**src/rtl/cache_pkg.sv**
```systemverilog
// Shared types and size helpers for the
// read-side cache controller.
package cache_pkg;

  typedef enum logic [2:0] {
    IDLE,
    LOOKUP,
    MISS_REQ,
    MISS_WAIT,
    FILL,
    RESP
  } ctrl_state_t;

  function automatic int offset_size(
    input int block_size
  );
    return $clog2(block_size / 4);
  endfunction

  function automatic int set_size(
    input int num_sets
  );
    return $clog2(num_sets);
  endfunction

  function automatic int way_size(
    input int num_ways
  );
    return $clog2(num_ways);
  endfunction

  function automatic int tag_size(
    input int addr_size,
    input int num_sets,
    input int block_size
  );
    return addr_size - set_size(num_sets)
      - offset_size(block_size);
  endfunction

endpackage

```
**src/rtl/cache_victim_select.sv**
```systemverilog
// Per-set round-robin pointers and the
// victim-way choice for a miss fill.
module cache_victim_select
  import cache_pkg::*;
#(
  parameter int NUM_SETS = 16,
  parameter int NUM_WAYS = 4,
  localparam int SetSize = set_size(NUM_SETS),
  localparam int WaySize = way_size(NUM_WAYS)
) (
  input  logic               clk,
  input  logic               rst,
  input  logic [SetSize-1:0] set,
  input  logic               populated,
  input  logic [WaySize-1:0] populate_way,
  input  logic               advance,
  output logic [WaySize-1:0] victim
);

  logic [WaySize-1:0] rr_ptr [NUM_SETS];

  // Power-of-two way count: the add wraps.
  always_ff @(posedge clk) begin
    if (rst) begin
      for (int i = 0; i < NUM_SETS; i++)
        rr_ptr[i] <= '0;
    end else if (advance) begin
      rr_ptr[set] <= rr_ptr[set] + 1'b1;
    end
  end

  assign victim = populated ? rr_ptr[set]
                            : populate_way;

endmodule

```
**src/rtl/cache_controller.sv**
```systemverilog
// Blocking read controller: probe the array,
// fill a victim way on miss, then respond.
module cache_controller
  import cache_pkg::*;
#(
  parameter int ADDR_SIZE  = 32,
  parameter int NUM_SETS   = 16,
  parameter int NUM_WAYS   = 4,
  parameter int BLOCK_SIZE = 32,
  localparam int OffsetSize =
    offset_size(BLOCK_SIZE),
  localparam int SetSize = set_size(NUM_SETS),
  localparam int TagSize =
    tag_size(ADDR_SIZE, NUM_SETS, BLOCK_SIZE),
  localparam int WaySize = way_size(NUM_WAYS)
) (
  input  logic                  clk,
  input  logic                  rst,
  input  logic                  cpu_req_valid,
  output logic                  cpu_req_ready,
  input  logic [ADDR_SIZE-1:0]  cpu_req_addr,
  output logic                  cpu_resp_valid,
  input  logic                  cpu_resp_ready,
  output logic [BLOCK_SIZE-1:0] cpu_resp_data,
  output logic                  mem_req_valid,
  input  logic                  mem_req_ready,
  output logic [ADDR_SIZE-1:0]  mem_req_addr,
  input  logic                  mem_resp_valid,
  input  logic [BLOCK_SIZE-1:0] mem_resp_data,
  output logic [SetSize-1:0]    cache_set,
  output logic [TagSize-1:0]    cache_tag,
  output logic                  cache_write_enable,
  output logic [WaySize-1:0]    cache_write_way,
  output logic [BLOCK_SIZE-1:0] cache_write_data,
  input  logic [BLOCK_SIZE-1:0] cache_read_data,
  input  logic                  cache_hit,
  input  logic [WaySize-1:0]    cache_populate_way,
  input  logic                  cache_populated,
  output logic [31:0]           hit_count,
  output logic [31:0]           miss_count
);

  localparam logic [ADDR_SIZE-1:0] OffMask =
    ADDR_SIZE'((64'd1 << OffsetSize) - 64'd1);

  ctrl_state_t state;
  ctrl_state_t next;

  logic [ADDR_SIZE-1:0]  addr_q;
  logic [WaySize-1:0]    victim_q;
  logic                  evict_q;
  logic [BLOCK_SIZE-1:0] block_q;
  logic [BLOCK_SIZE-1:0] resp_q;
  logic [31:0]           hit_q;
  logic [31:0]           miss_q;
  logic [WaySize-1:0]    victim;
  logic                  advance;

  assign cache_set = addr_q[OffsetSize +: SetSize];
  assign cache_tag = addr_q[ADDR_SIZE-1 -: TagSize];
  assign mem_req_addr     = addr_q & ~OffMask;
  assign cache_write_way  = victim_q;
  assign cache_write_data = block_q;
  assign cpu_resp_data    = resp_q;
  assign hit_count        = hit_q;
  assign miss_count       = miss_q;

  // Pointer moves only when a valid way is replaced.
  assign advance = (state == FILL) && evict_q;

  cache_victim_select #(
    .NUM_SETS(NUM_SETS),
    .NUM_WAYS(NUM_WAYS)
  ) u_victim (
    .clk         (clk),
    .rst         (rst),
    .set         (cache_set),
    .populated   (cache_populated),
    .populate_way(cache_populate_way),
    .advance     (advance),
    .victim      (victim)
  );

  always_ff @(posedge clk) begin
    if (rst) state <= IDLE;
    else     state <= next;
  end

  always_comb begin
    next = state;
    unique case (state)
      IDLE:
        if (cpu_req_valid) next = LOOKUP;
      LOOKUP:
        next = cache_hit ? RESP : MISS_REQ;
      MISS_REQ:
        if (mem_req_ready) next = MISS_WAIT;
      MISS_WAIT:
        if (mem_resp_valid) next = FILL;
      FILL:
        next = RESP;
      RESP:
        if (cpu_resp_ready) next = IDLE;
      default:
        next = IDLE;
    endcase
  end

  always_comb begin
    cpu_req_ready      = 1'b0;
    mem_req_valid      = 1'b0;
    cache_write_enable = 1'b0;
    cpu_resp_valid     = 1'b0;
    unique case (1'b1)
      state == IDLE:     cpu_req_ready      = 1'b1;
      state == MISS_REQ: mem_req_valid      = 1'b1;
      state == FILL:     cache_write_enable = 1'b1;
      state == RESP:     cpu_resp_valid     = 1'b1;
      default: ;
    endcase
  end

  always_ff @(posedge clk) begin
    if (rst) begin
      addr_q   <= '0;
      victim_q <= '0;
      evict_q  <= 1'b0;
      block_q  <= '0;
      resp_q   <= '0;
      hit_q    <= '0;
      miss_q   <= '0;
    end else begin
      if (state == IDLE && cpu_req_valid)
        addr_q <= cpu_req_addr;
      if (state == LOOKUP) begin
        if (cache_hit) begin
          resp_q <= cache_read_data;
          if (hit_q != 32'hFFFF_FFFF)
            hit_q <= hit_q + 32'd1;
        end else begin
          victim_q <= victim;
          evict_q  <= cache_populated;
          if (miss_q != 32'hFFFF_FFFF)
            miss_q <= miss_q + 32'd1;
        end
      end
      if (state == MISS_WAIT && mem_resp_valid)
        block_q <= mem_resp_data;
      if (state == FILL)
        resp_q <= block_q;
    end
  end

endmodule
```
**config.mk**
```make
export PLATFORM = sky130hd
export DESIGN_NAME = cache_controller
export DESIGN_NICKNAME = d
export VERILOG_FILES = /design/src/rtl/cache_pkg.sv /design/src/rtl/cache_victim_select.sv /design/src/rtl/cache_controller.sv
export SDC_FILE = /design/constraint.sdc
export NUM_CORES = 1
export LEC_CHECK = 0
export ABC_CLOCK_PERIOD_IN_PS = 5700
export CAP_MARGIN = 5
export CORE_MARGIN = 1
export CORE_UTILIZATION = 45
export CTS_BUF_LIST = sky130_fd_sc_hd__clkbuf_4 sky130_fd_sc_hd__clkbuf_8 sky130_fd_sc_hd__clkbuf_16
export DETAILED_ROUTE_END_ITERATION = 10
export GPL_TIMING_DRIVEN = 0
export PLACE_DENSITY_LB_ADDON = 0.1
export RECOVER_POWER = 50
export SLEW_MARGIN = 20
export SYNTH_ARGS = -nofsm -noshare
export SYNTH_HDL_FRONTEND = slang
export SYNTH_HIERARCHICAL = 1
export SYNTH_SLANG_ARGS = --single-unit
```
**constraint.sdc**
```tcl
create_clock -name clk -period 5.7 [get_ports clk]
set_input_delay 0.855 -clock clk [delete_from_list [all_inputs] [get_ports clk]]
set_output_delay 0.855 -clock clk [all_outputs]
set_load 0.02 [all_outputs]
```
==> results.sh, run 1 <==
export IMPL_outcome="finished, final reports clean"
export IMPL_die_width_um=144
export IMPL_synth_top_flop_cell="sky130_fd_sc_hd__dfxtp_1"
export IMPL_ys_warnings_count=6
export IMPL_drive_above_1_share=0.0783
export IMPL_clock_latency_ps=430
export IMPL_finish_net_count=1475
export IMPL_hold_class="reg -> reg"
export IMPL_antenna_found_initial=0
export IMPL_skew_ps=14.8
export IMPL_fin_crit_sh=0.672
export IMPL_numCtsBuffers=17
export IMPL_first_drt_pass_iteration_count=8
export IMPL_yosys_area_top_type_share=0.360
export IMPL_critPathLaunchType="flop"
export IMPL_area_enclosed_by_the_die_boundary_mm2=0.0207
export IMPL_drc=0
export IMPL_place_hpwl_um=21600
export IMPL_fin_worst_hold_slack_ps=454
export IMPL_final_cells=1645
export IMPL_timing_setup_tns_ps=0
export IMPL_antenna_cells_inserted=0
export IMPL_initial_core_util=0.462
export IMPL_synthesis_area_mm2=0.00905
export IMPL_antenna_violating_nets_post_route=0
export IMPL_pin_count=301
export IMPL_ys_seq_elements=195
export IMPL_vias=8933
export IMPL_cts_reportedPaths_clkPinSlew_ps=60
export IMPL_routed_wire_length_per_instance_um=17.7
export IMPL_postSynthCellCount=1052
export IMPL_worst_slew_pin_slew_ps=1250
export IMPL_worst_path_max_fanout=10
export IMPL_synth_seq_area_share=0.466
export IMPL_groute_usage_overall=0.285
export IMPL_cts_setup_buffers=0
export IMPL_placement_io_buffers=294
export IMPL_finalHoldViolCount=0
export IMPL_utilization=0.657
export IMPL_kind_of_critical_path="reg -> out"
export IMPL_clock_period_minus_worst_slack_ps=3830
export IMPL_number_of_placed_instances_taps_included=1613
export IMPL_totalWireLength_um=29100
export IMPL_slew_headroom=0.163
export IMPL_placeable_area_mm2=0.0196
export IMPL_rsz_0062_raised_after_global_routing="false"
export IMPL_largest_net_degree_at_the_start_of_global_routing=18
export IMPL_worst_ep_required_time_ps=4850
export IMPL_synth_most_common_cell="sky130_fd_sc_hd__nand2_1"
export IMPL_power_density_cell_area_mw_per_mm2=333
export IMPL_critical_path_endpoint_category="output port"
export IMPL_ctsResizeCount=0
export IMPL_y_dimension_of_the_die_um=144
export IMPL_report_final_setup_viol=0
export IMPL_drv_slew=0
export IMPL_yosys_area_top_type="sky130_fd_sc_hd__dfxtp_1"
export IMPL_area_growth_synth_to_final_pct=42.1
export IMPL_clockBufferDepth=2
export IMPL_synth_enable_flop_cells=32
export IMPL_row_count=51
export IMPL_vdd_drop_max_v=0.000204
export IMPL_yosysUniqueCellTypes=61
export IMPL_grt_pass1_vias=8372
export IMPL_total_leakage_power_nw=4.90
export IMPL_grt_overflow_total=0
export IMPL_synth_async_sr_flop_share=0
export IMPL_h_tree_depth=4
export IMPL_clock_sinks=195
export IMPL_synth_common_cells="sky130_fd_sc_hd__nand2_1 (234), sky130_fd_sc_hd__dfxtp_1 (163), sky130_fd_sc_hd__a21oi_1 (112)"
export IMPL_worst_endpoint_arrival_ps=2970
export IMPL_viasPerCell=5.43
export IMPL_syn_mean_instance_area_um2=8.61
export IMPL_synth_area_leaders="sky130_fd_sc_hd__dfxtp_1 (36%), sky130_fd_sc_hd__edfxtp_1 (11%), sky130_fd_sc_hd__nand2_1 (9.7%)"
export IMPL_dr_iter_0_viols=526
export IMPL_grt_first_pass_wirelength_um=45300
export IMPL_maximum_capacitance_violations=0
export IMPL_tritoncts="yes"
export IMPL_achievable_frequency_mhz=261
export IMPL_gp_congestion=0.855
export IMPL_cts_root_buf="sky130_fd_sc_hd__clkbuf_16"
export IMPL_cts_hold_buffers_added=0
-- per-stage QoR --
stage	total power [W]	area [µm²]	worst slack [ps]
finish	0.00429	12900	1870
global route	0.00450	12900	1660
CTS	0.00439	12900	1830
detailed placement	0.00320	12300	1830
global placement	0.00318	12300	1870
floorplan	0.00253	9060	2600
-- power breakdown --
part / switching, W / internal (W)
logic: 0.000821 / 0.000597
clock network: 0.000540 / 0.000654
registers: 0.000123 / 0.00155
total: 0.00148 / 0.00280
-- state kept, by name (all words and copies together) (netlist names) --
name	count
addr_q	29
cache_write_data	32
cache_write_way	2
cpu_resp_data	32
evict_q	1
hit_count	32
miss_count	32
state	3
u_victim/rr_ptr	32
-- final timing paths --
path | startpoint | end | slack, ps | cells after the start
max | state[0] | cache_write_enable | 1870 | 7
min | cache_write_way[0] | cache_write_way[0] | 450 | 2
max reg2reg | hit_count[6] | hit_count[1] | 2430 | 8
min reg2reg | cache_write_way[0] | cache_write_way[0] | 450 | 2
-- critical path, stage by stage (launching register included) --
cell and delay, ps:
sky130_fd_sc_hd__dfxtp_1 420, sky130_fd_sc_hd__clkbuf_1 320, sky130_fd_sc_hd__nor2_1 120, sky130_fd_sc_hd__nand2_1 120, sky130_fd_sc_hd__clkbuf_1 460, sky130_fd_sc_hd__buf_1 470, sky130_fd_sc_hd__inv_1 70, sky130_fd_sc_hd__clkdlybuf4s50_1 570
-- cells by family (layout without fill, tap and decap cells) --
logic type / after synthesis / in the layout / synth area share
compound gates: 207 / 207 / 0.141
buf+inv: 109 / 435 / 0.0620
fa+ha+maj: 2 / 2 / 0.00276
mux: 24 / 24 / 0.0493
flops: 195 / 195 / 0.466
xor+xnor: 13 / 13 / 0.0142
other cells: 1 / 3 / 0.000414
simple gates: 501 / 501 / 0.264
-- area by class of cell --
cell class | instances | area (µm²)
Inverter | 8 | 30.0
Sequential cell | 195 | 4220
Tap cell | 265 | 332
Fill cell | 1688 | 6720
Timing Repair Buffer | 294 | 2940
Buffer | 101 | 527
Multi-Input combinational cell | 750 | 4240
Clock buffer | 21 | 479
Clock inverter | 11 | 98.8
-- metal layers --
metal	global-route usage	wire length, µm
met1	0.360	12200
met2	0.464	14000
met3	0.0856	2350
met4	0.0941	502
met5	0	0
-- layout by cell type, fill, tap and decap left out, types with 19 or more instances in the layout --
cell type / netlist / final
sky130_fd_sc_hd__o31ai_1: 23 / 23
sky130_fd_sc_hd__buf_4: 35 / 34
sky130_fd_sc_hd__or3_1: 25 / 25
sky130_fd_sc_hd__nand4_1: 19 / 19
sky130_fd_sc_hd__a21oi_1: 112 / 112
sky130_fd_sc_hd__dfxtp_1: 163 / 163
sky130_fd_sc_hd__a311oi_1: 32 / 32
sky130_fd_sc_hd__dlygate4sd3_1: 0 / 169
sky130_fd_sc_hd__nand3_1: 25 / 25
sky130_fd_sc_hd__nand2_1: 234 / 234
sky130_fd_sc_hd__nor2_1: 80 / 80
sky130_fd_sc_hd__or4_1: 22 / 22
sky130_fd_sc_hd__edfxtp_1: 32 / 32
sky130_fd_sc_hd__nand2b_1: 22 / 22
sky130_fd_sc_hd__clkdlybuf4s50_1: 0 / 125
sky130_fd_sc_hd__clkbuf_1: 55 / 57
No activity file was read; power rests on OpenSTA's default activity.
==> run 2: changes to the inputs <==
- ABC_CLOCK_PERIOD_IN_PS: 5700 -> 3300
- CORE_UTILIZATION: 45 -> 42
- clock period: 5.7 -> 3.3 ns (I/O delays scaled with it)
==> run 2 against run 1 <==
  * Final cell count increased by 0.61%
  * Hold slack better by 5.2 ps
  * Critical path type is now in -> reg
  * Largest power group unchanged
  * Critical endpoint is now miss_count[30]
  * Wire length grew 1.5%
  * Utilization is 4.5 points lower
  * Combinational power is 71% higher
  * Clock skew grew 5.8 ps
==> results.sh, run 2 (synthesis results as in run 1) <==
export IMPL_h_tree_depth=4
export IMPL_antenna_found_initial=1
export IMPL_drc=0
export IMPL_tritoncts="yes"
export IMPL_clockBufferDepth=2
export IMPL_gp_congestion=0.867
export IMPL_sequential_cell_area_mm2=0.00422
export IMPL_slew_headroom=0.235
export IMPL_worst_path_largest_cell_delay_ps=560
export IMPL_final_cells=1655
export IMPL_path_depth=9
export IMPL_setup_worst_path_end="miss_count[30]"
export IMPL_cts_setup_buffers=0
export IMPL_fin_crit_sh=0.935
export IMPL_grt_first_pass_wirelength_um=46000
export IMPL_cts_reportedPaths_clkPinSlew_ps=70
export IMPL_clock_latency_ps=440
export IMPL_initial_core_util=0.429
export IMPL_multiInputGateArea_mm2=0.00425
export IMPL_place_hpwl_um=22000
export IMPL_grt_pass1_vias=8382
export IMPL_worst_path_max_fanout=10
export IMPL_critical_path_endpoint_category="flop"
export IMPL_vdd_drop_max_v=0.000354
export IMPL_number_of_placed_instances_taps_included=1623
export IMPL_clock_sinks=195
export IMPL_rsz_0062_raised_after_global_routing="false"
export IMPL_placeable_area_mm2=0.0211
export IMPL_area_growth_synth_to_final_pct=42.5
export IMPL_vias=8934
export IMPL_skew_ps=20.5
export IMPL_cp_slowest_cell="sky130_fd_sc_hd__clkdlybuf4s50_1"
export IMPL_final_common_cell="sky130_fd_sc_hd__nand2_1"
export IMPL_crit_path_frequent_cell="sky130_fd_sc_hd__buf_2"
export IMPL_timing_hold_worst_path_depth=2
export IMPL_utilization=0.612
export IMPL_critPathLaunch="cache_hit"
export IMPL_power_density_cell_area_mw_per_mm2=574
export IMPL_worst_ep_required_time_ps=3660
export IMPL_rr_startpoint="hit_count[6]"
export IMPL_die_width_um=149
export IMPL_critical_path_top_delay_family="simple AND/OR/NAND/NOR gates"
export IMPL_y_dimension_of_the_die_um=149
export IMPL_dr_iter_0_viols=540
export IMPL_kind_of_critical_path="in -> reg"
export IMPL_worst_endpoint_arrival_ps=3450
export IMPL_outcome="finished, final reports clean"
export IMPL_total_power_w=0.00741
export IMPL_critical_path_reg2reg_endpoint="hit_count[0]"
export IMPL_critical_path_buf_inv_count=4
export IMPL_antenna_violating_nets_post_route=0
export IMPL_area_enclosed_by_the_die_boundary_mm2=0.0222
export IMPL_clock_period_minus_worst_slack_ps=3080
export IMPL_nFillCells=1838
export IMPL_hold_class="reg -> reg"
export IMPL_row_count=53
export IMPL_finish_net_count=1474
export IMPL_cts_hold_buffers_added=0
export IMPL_routed_wire_length_per_instance_um=17.8
export IMPL_cts_root_buf="sky130_fd_sc_hd__clkbuf_16"
export IMPL_critPathLaunchType="input pin"
export IMPL_numCtsBuffers=17
export IMPL_pin_count=301
export IMPL_drive_above_1_share=0.0812
export IMPL_report_final_setup_viol=0
export IMPL_placement_io_buffers=294
export IMPL_count_of_cells_along_the_worst_register_to_register_path=8
export IMPL_largest_net_degree_at_the_start_of_global_routing=18
export IMPL_layout_common_cells="sky130_fd_sc_hd__nand2_1 (233), sky130_fd_sc_hd__dlygate4sd3_1 (186), sky130_fd_sc_hd__dfxtp_1 (163)"
export IMPL_first_drt_pass_iteration_count=5
export IMPL_groute_usage_overall=0.268
export IMPL_grt_overflow_total=0
export IMPL_timing_setup_tns_ps=0
export IMPL_setup_reg_to_reg_worst_slack_ps=310
export IMPL_totalWireLength_um=29500
export IMPL_achievable_frequency_mhz=324
export IMPL_viasPerCell=5.40
export IMPL_finalHoldViolCount=0
export IMPL_worst_slew_pin_slew_ps=1140
export IMPL_maximum_capacitance_violations=0
export IMPL_crit_chain="clkdlybuf4s50_1 -> or4b_1 -> buf_2 -> or3_1 -> buf_2 -> or4_4 -> buf_6 -> or4_1 -> a21oi_1"
export IMPL_total_leakage_power_nw=4.95
export IMPL_drv_slew=0
run 2: report_power, final:
group	switching, W	leakage (nW)	total, W	internal [W]
Clock	0.000959	0.284	0.00209	0.00114
Combinational	0.00141	3.02	0.00243	0.00102
Sequential	0.000202	1.65	0.00288	0.00268
Total	0.00257	4.95	0.00741	0.00484
run 2: how the worst min path moves through the flow:
stage / startpoint / end / slack, ps
finish: cache_write_way[0] / cache_write_way[0] / 460
CTS: evict_q / evict_q / 460
floorplan: evict_q / evict_q / 430
global placement: evict_q / evict_q / 440
global route: evict_q / evict_q / 490
detailed placement: evict_q / evict_q / 450
run 2: tightest hold or removal path, stage by stage (launching register included):
cell,delay (ps)
sky130_fd_sc_hd__dfxtp_1,310
sky130_fd_sc_hd__nand2_1,50
sky130_fd_sc_hd__a21oi_1,60
run 2: layout make-up:
cell class	count	area share
repair buffers	294	0.228
diodes	1	0.000194
well taps	275	0.0267
flip-flops and latches	195	0.327
inverters	8	0.00233
multi-input cells	750	0.329
plain buffers	100	0.0407
clock buffers	18	0.0335
clock inverters	14	0.0118
run 2: metrics by stage:
step | setup WS (ps) | instance area, µm² | hold WS [ps]
floorplan | 556 | 9060 | 432
global placement | -230 | 12300 | 440
detailed placement | -240 | 12400 | 449
CTS | 87.7 | 12900 | 459
global route | 34.2 | 12900 | 493
finish | 215 | 12900 | 460
run 2: metal layers:
metal	global-route usage	wire length (µm)	vias to the layer above
li1	-	-	4323
met3	0.0740	2610	38
met4	0.0888	612	0
met1	0.337	12200	4194
met2	0.444	14100	379
met5	0	0	-
run 2: repair_timing:
item                       in CTS  in global routing
setup endpoints to repair       1                 15
gates resized for setup         1                  4
pin swaps                       0                  0
==> run 3: changes to the inputs <==
- TNS_END_PERCENT: not set -> 1
==> run 3 against run 2 <==
  * Via count down 0.25%
  * Cell area about the same
  * Register-to-register slack barely moved
  * Largest power group unchanged
  * Clock-buffer cell count is the same
  * Combinational power about the same
  * Sequential cell count is the same
  * First-iteration DRC count rose by 3.5%
  * Highest routed layer unchanged
  * Sequential share of layout area hardly changed
==> results.sh, run 3 (synthesis results as in run 1) <==
export IMPL_placeable_area_mm2=0.0211
export IMPL_maximum_capacitance_violations=0
export IMPL_achievable_frequency_mhz=314
export IMPL_place_hpwl_um=22000
export IMPL_antenna_violating_nets_post_route=0
export IMPL_initial_core_util=0.429
export IMPL_outcome="finished, final reports clean"
export IMPL_layout_cell_area_non_filler_mm2=0.0129
export IMPL_skew_ps=16.8
export IMPL_nFillCells=1837
export IMPL_row_count=53
export IMPL_critical_path_endpoint_category="flop"
export IMPL_cts_root_buf="sky130_fd_sc_hd__clkbuf_16"
export IMPL_layout_common_cells="sky130_fd_sc_hd__nand2_1 (233), sky130_fd_sc_hd__dlygate4sd3_1 (186), sky130_fd_sc_hd__dfxtp_1 (163)"
export IMPL_finalHoldViolCount=0
export IMPL_setup_reg_to_reg_worst_slack_ps=320
export IMPL_hold_class="reg -> reg"
export IMPL_slew_headroom=0.241
export IMPL_clockBufferDepth=2
export IMPL_groute_usage_overall=0.268
export IMPL_clock_latency_ps=440
export IMPL_largest_net_degree_at_the_start_of_global_routing=18
export IMPL_clock_sinks=195
export IMPL_grt_overflow_total=0
export IMPL_vdd_drop_max_v=0.000353
export IMPL_totalWireLength_um=29500
export IMPL_rsz_0062_raised_after_global_routing="true"
export IMPL_die_width_um=149
export IMPL_antenna_found_initial=1
export IMPL_h_tree_depth=4
export IMPL_clock_period_minus_worst_slack_ps=3190
export IMPL_area_growth_synth_to_final_pct=42.7
export IMPL_total_leakage_power_nw=4.95
export IMPL_placement_io_buffers=294
export IMPL_y_dimension_of_the_die_um=149
export IMPL_power_density_cell_area_mw_per_mm2=574
export IMPL_placedInstanceArea_mm2=0.0124
export IMPL_viasPerCell=5.38
export IMPL_grt_first_pass_wirelength_um=46000
export IMPL_multiInputGateArea_mm2=0.00426
export IMPL_numCtsBuffers=17
export IMPL_drv_slew=0
export IMPL_final_cells=1655
export IMPL_fin_crit_sh=0.966
export IMPL_worst_ep_required_time_ps=3600
export IMPL_number_of_placed_instances_taps_included=1623
export IMPL_tritoncts="yes"
export IMPL_drive_above_1_share=0.0812
export IMPL_gp_congestion=0.867
export IMPL_pin_count=301
export IMPL_drc=0
export IMPL_cts_reportedPaths_clkPinSlew_ps=70
export IMPL_dr_iter_0_viols=559
export IMPL_critPathLaunchType="input pin"
export IMPL_finish_net_count=1474
export IMPL_vias=8912
export IMPL_kind_of_critical_path="in -> reg"
export IMPL_final_common_cell="sky130_fd_sc_hd__nand2_1"
export IMPL_first_drt_pass_iteration_count=5
export IMPL_sequential_cell_area_mm2=0.00422
export IMPL_area_enclosed_by_the_die_boundary_mm2=0.0222
export IMPL_worst_path_max_fanout=10
export IMPL_report_final_setup_viol=0
export IMPL_worst_slew_pin_slew_ps=1130
export IMPL_routed_wire_length_per_instance_um=17.8
export IMPL_grt_pass1_vias=8382
export IMPL_worst_endpoint_arrival_ps=3490
run 3: through the flow:
stage / setup slack, ps / hold WS [ps] / TNS (ps) / utilization / power, W
floorplan: 556 / 432 / 0 / - / 0.00438
global placement: -230 / 440 / -2690 / 0.586 / 0.00552
detailed placement: -240 / 449 / -2900 / 0.586 / 0.00553
CTS: 87.7 / 459 / 0 / 0.614 / 0.00761
global route: -123 / 493 / -517 / 0.613 / 0.00778
finish: 113 / 458 / 0 / 0.613 / 0.00742
run 3: worst paths after layout:
kind / from / endpoint / depth (start not counted)
min reg2reg: cache_write_way[0] / cache_write_way[0] / 2
max reg2reg: hit_count[6] / hit_count[0] / 8
min: cache_write_way[0] / cache_write_way[0] / 2
max: cache_hit / hit_count[21] / 8
run 3: power by group:
group	total (W)	switching [W]	internal, W
Clock	0.00209	0.000958	0.00114
Sequential	0.00288	0.000201	0.00268
Combinational	0.00244	0.00141	0.00103
run 3: cell type report:
| class | instances | share of cell area |
|---|---|---|
| sequential | 195 | 0.327 |
| antenna | 1 | 0.000194 |
| buffer | 100 | 0.0406 |
| inverter | 8 | 0.00232 |
| clock buffer | 18 | 0.0335 |
| timing repair buffer | 294 | 0.228 |
| multi-input combinational | 750 | 0.330 |
| clock inverter | 14 | 0.0118 |
| tap | 275 | 0.0266 |
run 3: timing repair:
action | in CTS | in global routing
gates resized for setup | 1 | 2
pin swaps | 0 | 0
setup buffers | 0 | 0
setup endpoints to repair | 1 | 15
hold buffers | 0 | 0
run 3: per-layer routing:
metal / up-vias / GRT usage / share of wire
met2: 354 / 0.444 / 0.48
met1: 4195 / 0.337 / 0.42
met4: 0 / 0.0888 / 0.021
met5: - / 0 / 0
li1: 4323 / - / -
met3: 40 / 0.0740 / 0.086
run 3: worst max-delay path, cell delays in order:
cell	delay, ps
sky130_fd_sc_hd__clkdlybuf4s50_1	640
sky130_fd_sc_hd__nor4bb_1	420
sky130_fd_sc_hd__clkbuf_1	470
sky130_fd_sc_hd__nand4_1	420
sky130_fd_sc_hd__clkbuf_1	330
sky130_fd_sc_hd__clkbuf_1	310
sky130_fd_sc_hd__o31ai_1	300
sky130_fd_sc_hd__a21oi_1	100
